$ cat src/rtl/gat_pkg.sv
// Shared types and dataset constants for the GAT accelerator blocks.
// Select the dataset with +define+CITESEER; Cora is the default.
package gat_pkg;

`ifdef CITESEER
   localparam int NUM_SUBGRAPHS   = 3327;
   localparam int NUM_FEATURE_OUT = 6;
`else
   localparam int NUM_SUBGRAPHS   = 2708;
   localparam int NUM_FEATURE_OUT = 16;
`endif

   localparam int NEW_FEATURE_WIDTH = 32;
   localparam int NEW_FEATURE_DEPTH = NUM_SUBGRAPHS * NUM_FEATURE_OUT;

   // Word index to byte address on the BRAM port B.
   localparam int BYTE_SHIFT = 2;

   typedef enum logic [2:0] {
      FR_IDLE,
      FR_WAIT_RDY,
      FR_READ,
      FR_DRAIN,
      FR_FIN
   } feat_rd_state_t;

endpackage

$ cat src/rtl/gat_sync_fifo.sv
// Single-clock first-word-fall-through FIFO; DEPTH must be a power of two.
// Pointers carry one extra wrap bit so that full and empty can be told apart.
module gat_sync_fifo #(
   parameter int  WIDTH = 32,
   parameter int  DEPTH = 4,
   localparam int AW    = $clog2(DEPTH)
) (
   input  logic             clk,
   input  logic             rst_n,
   input  logic             push_i,
   input  logic [WIDTH-1:0] wdata_i,
   input  logic             pop_i,
   output logic [WIDTH-1:0] rdata_o,
   output logic             full_o,
   output logic             empty_o,
   output logic [AW:0]      count_o
);

   logic [WIDTH-1:0] mem_q [DEPTH];
   logic [AW:0]      wr_ptr_q, rd_ptr_q;
   logic             do_push, do_pop;

   assign empty_o = (wr_ptr_q == rd_ptr_q);
   assign full_o  = (wr_ptr_q[AW] != rd_ptr_q[AW]) &&
                    (wr_ptr_q[AW-1:0] == rd_ptr_q[AW-1:0]);
   assign count_o = wr_ptr_q - rd_ptr_q;
   assign rdata_o = mem_q[rd_ptr_q[AW-1:0]];

   // A pop frees the slot in the same cycle, so push-on-full is legal with a pop.
   assign do_pop  = pop_i & ~empty_o;
   assign do_push = push_i & (~full_o | do_pop);

   always_ff @(posedge clk or negedge rst_n) begin
      if (!rst_n) begin
         wr_ptr_q <= '0;
         rd_ptr_q <= '0;
      end else begin
         if (do_push) wr_ptr_q <= wr_ptr_q + (AW+1)'(1);
         if (do_pop)  rd_ptr_q <= rd_ptr_q + (AW+1)'(1);
      end
   end

   always_ff @(posedge clk) begin
      if (do_push) mem_q[wr_ptr_q[AW-1:0]] <= wdata_i;
   end

endmodule

$ cat src/rtl/gat_feat_reader.sv
// Drains the new-feature BRAM onto a valid/ready stream once the accelerator is done.
// Reads are credit-limited so every issued read always has a FIFO slot waiting.
module gat_feat_reader #(
   parameter int NEW_FEATURE_WIDTH  = gat_pkg::NEW_FEATURE_WIDTH,
   parameter int NEW_FEATURE_DEPTH  = gat_pkg::NEW_FEATURE_DEPTH,
   parameter int NEW_FEATURE_ADDR_W = $clog2(NEW_FEATURE_DEPTH),
   parameter int RD_LATENCY         = 2,
   parameter int FIFO_DEPTH         = 4,
   parameter int CNT_W              = $clog2(NEW_FEATURE_DEPTH + 1)
) (
   input  logic                          clk,
   input  logic                          rst_n,
   input  logic                          start,
   input  logic                          gat_ready,
   output logic [NEW_FEATURE_ADDR_W+1:0] feat_bram_addrb,
   input  logic [NEW_FEATURE_WIDTH-1:0]  feat_bram_dout,
   output logic [NEW_FEATURE_WIDTH-1:0]  m_tdata,
   output logic                          m_tvalid,
   input  logic                          m_tready,
   output logic                          m_tlast,
   output logic                          busy,
   output logic                          done,
   output logic [CNT_W-1:0]              word_cnt
);
   import gat_pkg::*;

   localparam int FC_W = $clog2(FIFO_DEPTH) + 1;
   localparam int BA_W = CNT_W + BYTE_SHIFT;
   localparam logic [CNT_W-1:0] LAST_IDX = CNT_W'(NEW_FEATURE_DEPTH - 1);
   localparam logic [CNT_W-1:0] TOTAL    = CNT_W'(NEW_FEATURE_DEPTH);

   feat_rd_state_t state_q, state_d;

   logic [CNT_W-1:0]              rd_idx_q, rd_idx_d;
   logic [CNT_W-1:0]              word_cnt_q, word_cnt_d;
   logic [NEW_FEATURE_ADDR_W+1:0] addrb_q, addrb_d;
   logic [BA_W-1:0]               next_byte_addr;
   logic [RD_LATENCY-1:0]         vld_pipe_q;

   logic                          issue, clear, accept, has_credit;
   logic                          fifo_empty, fifo_full;
   logic [FC_W-1:0]               fifo_cnt;
   logic [NEW_FEATURE_WIDTH-1:0]  fifo_head;

   // Reads still in the BRAM pipe already own a FIFO slot.
   assign has_credit = (int'(fifo_cnt) + $countones(vld_pipe_q)) < FIFO_DEPTH;
   assign accept     = m_tvalid & m_tready;

   always_ff @(posedge clk or negedge rst_n) begin
      if (!rst_n) state_q <= FR_IDLE;
      else        state_q <= state_d;
   end

   always_comb begin
      state_d = state_q;
      unique case (state_q)
         FR_IDLE:     if (start)                           state_d = FR_WAIT_RDY;
         FR_WAIT_RDY: if (gat_ready)                       state_d = FR_READ;
         FR_READ:     if (issue && (rd_idx_q == LAST_IDX)) state_d = FR_DRAIN;
         FR_DRAIN:    if (word_cnt_d == TOTAL)             state_d = FR_FIN;
         FR_FIN:                                           state_d = FR_IDLE;
         default:                                          state_d = FR_IDLE;
      endcase
   end

   always_comb begin
      issue = 1'b0;
      clear = 1'b0;
      busy  = 1'b0;
      done  = 1'b0;
      case (state_q)
         FR_IDLE:     clear = start;
         FR_WAIT_RDY: busy  = 1'b1;
         FR_READ: begin
            busy  = 1'b1;
            issue = has_credit;
         end
         FR_DRAIN:    busy  = 1'b1;
         FR_FIN:      done  = 1'b1;
         default: ;
      endcase
   end

   // addrb runs one word ahead, so the word being issued is already on the port.
   always_comb begin
      rd_idx_d       = rd_idx_q;
      addrb_d        = addrb_q;
      word_cnt_d     = word_cnt_q;
      next_byte_addr = BA_W'(rd_idx_q + CNT_W'(1)) << BYTE_SHIFT;
      if (clear) begin
         rd_idx_d   = '0;
         addrb_d    = '0;
         word_cnt_d = '0;
      end else begin
         if (issue) begin
            rd_idx_d = rd_idx_q + CNT_W'(1);
            if (rd_idx_q != LAST_IDX) addrb_d = next_byte_addr[NEW_FEATURE_ADDR_W+1:0];
         end
         if (accept) word_cnt_d = word_cnt_q + CNT_W'(1);
      end
   end

   always_ff @(posedge clk or negedge rst_n) begin
      if (!rst_n) begin
         rd_idx_q   <= '0;
         word_cnt_q <= '0;
         addrb_q    <= '0;
         vld_pipe_q <= '0;
      end else begin
         rd_idx_q      <= rd_idx_d;
         word_cnt_q    <= word_cnt_d;
         addrb_q       <= addrb_d;
         vld_pipe_q[0] <= issue;
         for (int i = 1; i < RD_LATENCY; i++) vld_pipe_q[i] <= vld_pipe_q[i-1];
      end
   end

   gat_sync_fifo #(
      .WIDTH (NEW_FEATURE_WIDTH),
      .DEPTH (FIFO_DEPTH)
   ) u_fifo (
      .clk     (clk),
      .rst_n   (rst_n),
      .push_i  (vld_pipe_q[RD_LATENCY-1]),
      .wdata_i (feat_bram_dout),
      .pop_i   (accept),
      .rdata_o (fifo_head),
      .full_o  (fifo_full),
      .empty_o (fifo_empty),
      .count_o (fifo_cnt)
   );

   always @(posedge clk) begin
      if (rst_n) assert (!(vld_pipe_q[RD_LATENCY-1] && fifo_full && !accept));
   end

   assign feat_bram_addrb = addrb_q;
   assign m_tvalid        = ~fifo_empty;
   assign m_tdata         = fifo_head;
   // The head is always the next unaccepted word, so its index equals word_cnt.
   assign m_tlast         = m_tvalid & (word_cnt_q == LAST_IDX);
   assign word_cnt        = word_cnt_q;

endmodule
$ cat config.mk
export PLATFORM = sky130hd
export DESIGN_NAME = gat_feat_reader
export DESIGN_NICKNAME = d
export VERILOG_FILES = /design/src/rtl/gat_pkg.sv /design/src/rtl/gat_sync_fifo.sv /design/src/rtl/gat_feat_reader.sv
export SDC_FILE = /design/constraint.sdc
export NUM_CORES = 1
export LEC_CHECK = 0
export BUFFER_PORTS_ARGS = -buffer_cell sky130_fd_sc_hd__buf_2
export CAP_MARGIN = 20
export CORE_MARGIN = 5
export CORE_UTILIZATION = 50
export CTS_CLUSTER_SIZE = 16
export DETAILED_ROUTE_END_ITERATION = 6
export PLACE_DENSITY = 0.81
export SETUP_SLACK_MARGIN = 0.3
export SYNTH_ARGS = -nofsm -noshare
export SYNTH_HDL_FRONTEND = slang
export SYNTH_SLANG_ARGS = --single-unit
$ cat constraint.sdc
create_clock -name clk -period 5.3 [get_ports clk]
set_input_delay 0.795 -clock clk [delete_from_list [all_inputs] [get_ports clk]]
set_output_delay 0.795 -clock clk [all_outputs]
set_load 0.05 [all_outputs]
Word level (Yosys, flattened, before mapping)
Memories as Yosys holds them, arrays and structs flattened.
Index checks and enable logic that the tools add are counted.
{"block": "op_classes", "n_eq_ne": 15, "muxes": 18, "order_cmp": 1, "add_sub_neg": 8, "n_reduce_logical": 8, "bitwise": 7}
{"operator": "16-bit two-way mux", "n": 4}
{"operator": "18-bit two-way mux", "n": 3}
{"operator": "16-bit by 1-bit adder with 16-bit output, second input constant", "n": 3}
{"operator": "16-bit == test, second input constant", "n": 3}
{"operator": "16-bit != test, second input constant", "n": 1}
{"operator": "3-bit two-way mux", "n": 4}
{"operator": "3-bit one-hot mux with 4 select lines", "n": 1}
{"operator": "2-bit != test, second input constant", "n": 4}
{"operator": "3-bit by 1-bit adder with 3-bit output, second input constant", "n": 2}
{"operator": "3-bit by 2-bit == test with 1-bit output, second input constant", "n": 2}
{"operator": "1-bit two-way mux", "n": 6}
{"operator": "3-bit by 2-bit adder with 4-bit output", "n": 1}
{"operator": "1-bit bitwise AND", "n": 4}
{"operator": "4-bit by 3-bit < comparator with 1-bit output, second input constant", "n": 1}
{"operator": "4-bit AND reduction", "n": 1}
{"operator": "2-bit nonzero test", "n": 2}
{"operator": "3-bit by 1-bit == test with 1-bit output, second input constant", "n": 1}
{"operator": "3-bit == test", "n": 1}
{"operator": "3-bit == test, second input constant", "n": 1}
{"operator": "3-bit logical NOT", "n": 1}
{"operator": "3-bit OR reduction", "n": 1}
{"operator": "3-bit subtractor", "n": 1}
{"operator": "1-bit by 1-bit adder with 2-bit output", "n": 1}
{"operator": "2-bit == test", "n": 1}
{"operator": "5 further kinds", "n": 7}
{"block": "word_totals", "output_inout_bits": 70, "n_memories": 1, "wordCells": 65, "ff_bits": 61, "ram_bits": 128, "inputBits": 37}
{"memory": "u_fifo.mem_q", "depth": 4, "word_bits": 32, "read_ports": 1, "rd_clocked_by_memory_dff": 0, "wr": 1, "line": "gat_sync_fifo.sv:19", "rtl": "logic [WIDTH-1:0] mem_q [DEPTH];"}

Logic depth before layout (Yosys ltp)
{"block": "depth", "ltp_word": 8, "mapped_depth": 14, "depth_no_buf": 12}

Hierarchy
A second synthesis with hierarchy kept.
{"block": "unflattened", "hier_cells": 528, "area_unflattened_um2": 7980.2}
{"mod": "gat_sync_fifo", "cells_per_inst": 214, "instances": 1, "area_each_um2": 5069.9, "seq_area_each_um2": 3993.8}
{"mod": "gat_feat_reader", "cells_per_inst": 314, "instances": 1, "area_each_um2": 2910.3, "seq_area_each_um2": 1326.3}

Least setup slack after synthesis
Ideal clock, no wire load.
{"block": "synth_timing", "kind": "register to register", "start": "reg u_fifo.rd_ptr_q[1]", "end": "reg state_q[0]", "synth_period_minus_slack_ns": 3.771, "stages_incl_launch_ff": 14, "setup_slack_ns": 1.529, "arrival_time_ns": 3.638, "cell_sequence": "dfrtp_1 clkbuf_1 clkbuf_1 inv_1 ha_1 and2_1 buf_1 a2111oi_1 nand4_1 xnor2_1 a2111o_1 or4_4 a21oi_1 nor3_1"}
{"block": "synth_between", "elab_chain_cells": 8, "word_cells_on_any_way": 14, "classes_between": "add/sub: 2; order compare: 1; eq/ne: 4; mux: 3; bitwise: 2; reduce/logical: 2"}
{"element": "from (decl)", "line": "gat_sync_fifo.sv:20", "rtl": "logic [AW:0] wr_ptr_q, rd_ptr_q;"}
{"element": "from (signal assigned)", "line": "gat_sync_fifo.sv:39", "rtl": "if (do_pop) rd_ptr_q <= rd_ptr_q + (AW+1)'(1);"}
{"element": "branches (longest 7 deep; another with 3-bit by 2-bit adder with 4-bit output)"}
{"element": "4-bit AND reduction (no source line) *"}
{"element": "to (signal assigned)", "line": "gat_feat_reader.sv:51", "rtl": "else state_q <= state_d;"}
{"element": "to (decl)", "line": "gat_feat_reader.sv:32", "rtl": "feat_rd_state_t state_q, state_d;"}
Mark *: on every way between the ends.
A chain may end at the register's enable or synchronous reset.

Worst setup path after layout
Same ends and word-level chain as after synthesis.

==> out/summary.txt <==
first-pass GRT wire length: 25.59 mm
Slew Limit Fails: 0
Initial Utilization: 0.5135
Final ANT Viol Nets: 0
gr usage total: 0.1798
Die H: 135.4 um
number of synthesized flops with an enable pin: 128
postcts setup bufs: 0
worst-path cell chain: inv_1 > ha_1 > and2_1 > a2111oi_1 > nand4_1 > xnor2_1 > a2111o_1 > or4_4 > a21oi_1 > nor3_1
Crit-path slowest cell: a2111oi_1
commonest cells in the netlist: edfxtp_1, dfrtp_1, nor2_1
Final TNS setup: 0 ns
Post-CTS Hold Buffers: 0
Yosys Warn Count: 0
CP delay by family, top: compound AO/OA/AOI/OAI gates
worst setup margin: 1.721 ns
Total Wirelength: 15.77 mm
first drt pass iteration count: 4
CTS buffer count: 17
maximum vdd drop: 0.0004589 V
worst min-delay path class: reg -> reg
cells after synthesis: 515
drt drc: 0
Least-Margin Pin Slew: 0.9062 ns
Fin Clk Skew: 0.01242 ns
total power: 5.043 mW
final net count: 667
Die Wd: 135.4 um
Final setup viols: 0
Async S/R FF share, synth: 0.3155
vias in the first global route: 4931
Post-CTS Resized: 0
crit end category: flop
Min Hold Slack: 0.4015 ns
Clock transition at path regs: 0.07 ns
Placement Setup Slack: 1.604 ns
CTS Buffer Depth: 2
core region area: 15310 um^2
P&R area growth vs syn: 16.72%
TritonCTS clock tree: done
placer congestion estimate: 0.8557
WP data arrival: 3.88 ns
clock period minus worst slack: 3.579 ns
cell area after synthesis: 7864 um^2
metal1 wirelength: 6.491 mm
DP HPWL: 10.25 mm
share of layout cells above drive strength 1: 0.2884
Remaining Overflow, GRT: 0
drt initial violations: 306
met3 wire length: 808 um
initial antenna violation count: 1
CP Max Fanout: 8
Via Count: 4704
leading area contributor after synthesis: edfxtp_1
Site Rows: 45
MaxCap Viol Count: 0
synthesized area per cell: 15.27 um^2
critical path class: reg -> reg
DP Area: 8594 um^2
Rel. slew slack: 0.3959
top cell type's share of synthesized area: 0.4888
CP Buf/Inv Count: 1
clk sinks: 187
clock latency on the worst-skew pair: 0.43 ns
status: finished, final reports clean
distinct cell type count after synthesis: 50
Lkg Pwr: 3.391 nW
max frequency: 279.4 MHz
Root Buffer Master: clkbuf_16
Seq/Total Area, Yosys: 0.6765
largest net degree at the start of global routing: 60
Finished Core Util: 0.5993
register bit total from synthesis: 187
RSZ-0062 raised after global routing: false
most numerous cell in the Yosys netlist: edfxtp_1
H-Tree Depth: 4
Post-synth top flop: edfxtp_1
worst path required time: 5.60 ns
max incr delay on CP: 0.71 ns
routed length on met2: 8.147 mm
WL/cell: 18.70 um
Via density: 5.580
Die ar.: 18340 um^2
Setup crit start kind: flop
largest cells by area after synthesis: edfxtp_1, dfrtp_1, mux4_2
Top Ports: 107
final hold vios: 0
Post-Place Cells: 810
fin area: 9179 um^2
Final Non-Filler Cells: 843
top routing layer used: met4
Pwr Density: 549.5 nW/um^2
I/O Buffers: 104
final worst-path cycle share: 0.6753
==> cell usage in the layout, fill, tap and decap left out, types with 3 or more instances in the layout <==
cell,instances
nor3_1,5
or4_1,4
nand4_1,6
clkinvlp_4,3
dfrtp_1,58
a211oi_1,16
mux2i_1,3
and3_1,9
nor4_1,3
inv_8,3
mux4_2,32
nand3_1,12
o211ai_1,4
xnor2_1,24
a21oi_1,12
inv_1,9
nand2_1,32
ha_1,10
clkbuf_16,17
edfxtp_1,128
and2_1,4
and2_2,4
nor2_1,49
xor2_1,14
o21ai_0,18
buf_4,4
buf_2,104
or3_1,5
==> cell type report <==
class / count / area, um^2
well taps: 211 / 264.0
fillers: 1166 / 6136
diodes: 1 / 2.502
clock buffers: 18 / 429.2
flip-flops and latches: 187 / 5321
inverters: 9 / 33.78
multi-input cells: 295 / 2425
repair buffers: 109 / 565.5
clock inverters: 13 / 137.6
==> sequential cells by signal, summed over array words and instances (netlist names) <==
signal,count
u_fifo.mem_q,128
feat_bram_addrb,16
rd_idx_q,16
word_cnt,16
state_q,3
u_fifo.rd_ptr_q,3
u_fifo.wr_ptr_q,3
vld_pipe_q,2
==> worst register-to-register path: cells and delay by family (launching register included) <==
family | cells | cell delay [ns]
fa+ha+maj | 1 | 0.31
compound gates | 3 | 1.28
xor+xnor | 1 | 0.17
flops | 1 | 0.56
buf+inv | 1 | 0.08
simple gates | 4 | 1.04
==> routing by layer <==
layer / GRT usage / vias up
met5: 0 / -
met4: 0.07335 / 0
met3: 0.04309 / 22
met2: 0.3012 / 135
met1: 0.2261 / 2393
li1: - / 2154
==> cell families after synthesis <==
family          Yosys count  share of synthesized area
buf+inv                  34                    0.01734
fa+ha+maj                11                    0.01846
simple gates            142                    0.08799
other cells               1                  0.0004769
compound gates           65                    0.05792
mux                      36                    0.09690
xor+xnor                 39                    0.04439
flops                   187                     0.6765
==> where the power goes <==
part | leakage [nW] | total (mW) | internal (mW) | switching (mW)
Clock | 0.269 | 1.21 | 0.658 | 0.553
Sequential | 1.88 | 1.89 | 1.71 | 0.174
Combinational | 1.24 | 1.95 | 0.586 | 1.36
==> final timing paths <==
kind | from | to | slack [ns] | depth (start not counted)
setup / recovery | u_fifo.rd_ptr_q[1]$_DFFE_PN0P_ | state_q[0]$_DFFE_PN0P_ | 1.72 | 10
max in group asynchronous | rst_n | u_fifo.rd_ptr_q[0]$_DFFE_PN0P_ | 4.24 | 2
hold reg to reg | vld_pipe_q[0]$_DFF_PN0_ | vld_pipe_q[1]$_DFF_PN0_ | 0.40 | 0
min in group asynchronous | rst_n | feat_bram_addrb[11]$_DFFE_PN0P_ | 0.51 | 2
setup reg to reg | u_fifo.rd_ptr_q[1]$_DFFE_PN0P_ | state_q[0]$_DFFE_PN0P_ | 1.72 | 10
hold / removal | vld_pipe_q[0]$_DFF_PN0_ | vld_pipe_q[1]$_DFF_PN0_ | 0.40 | 0
Power figures use the tool's default switching activity.
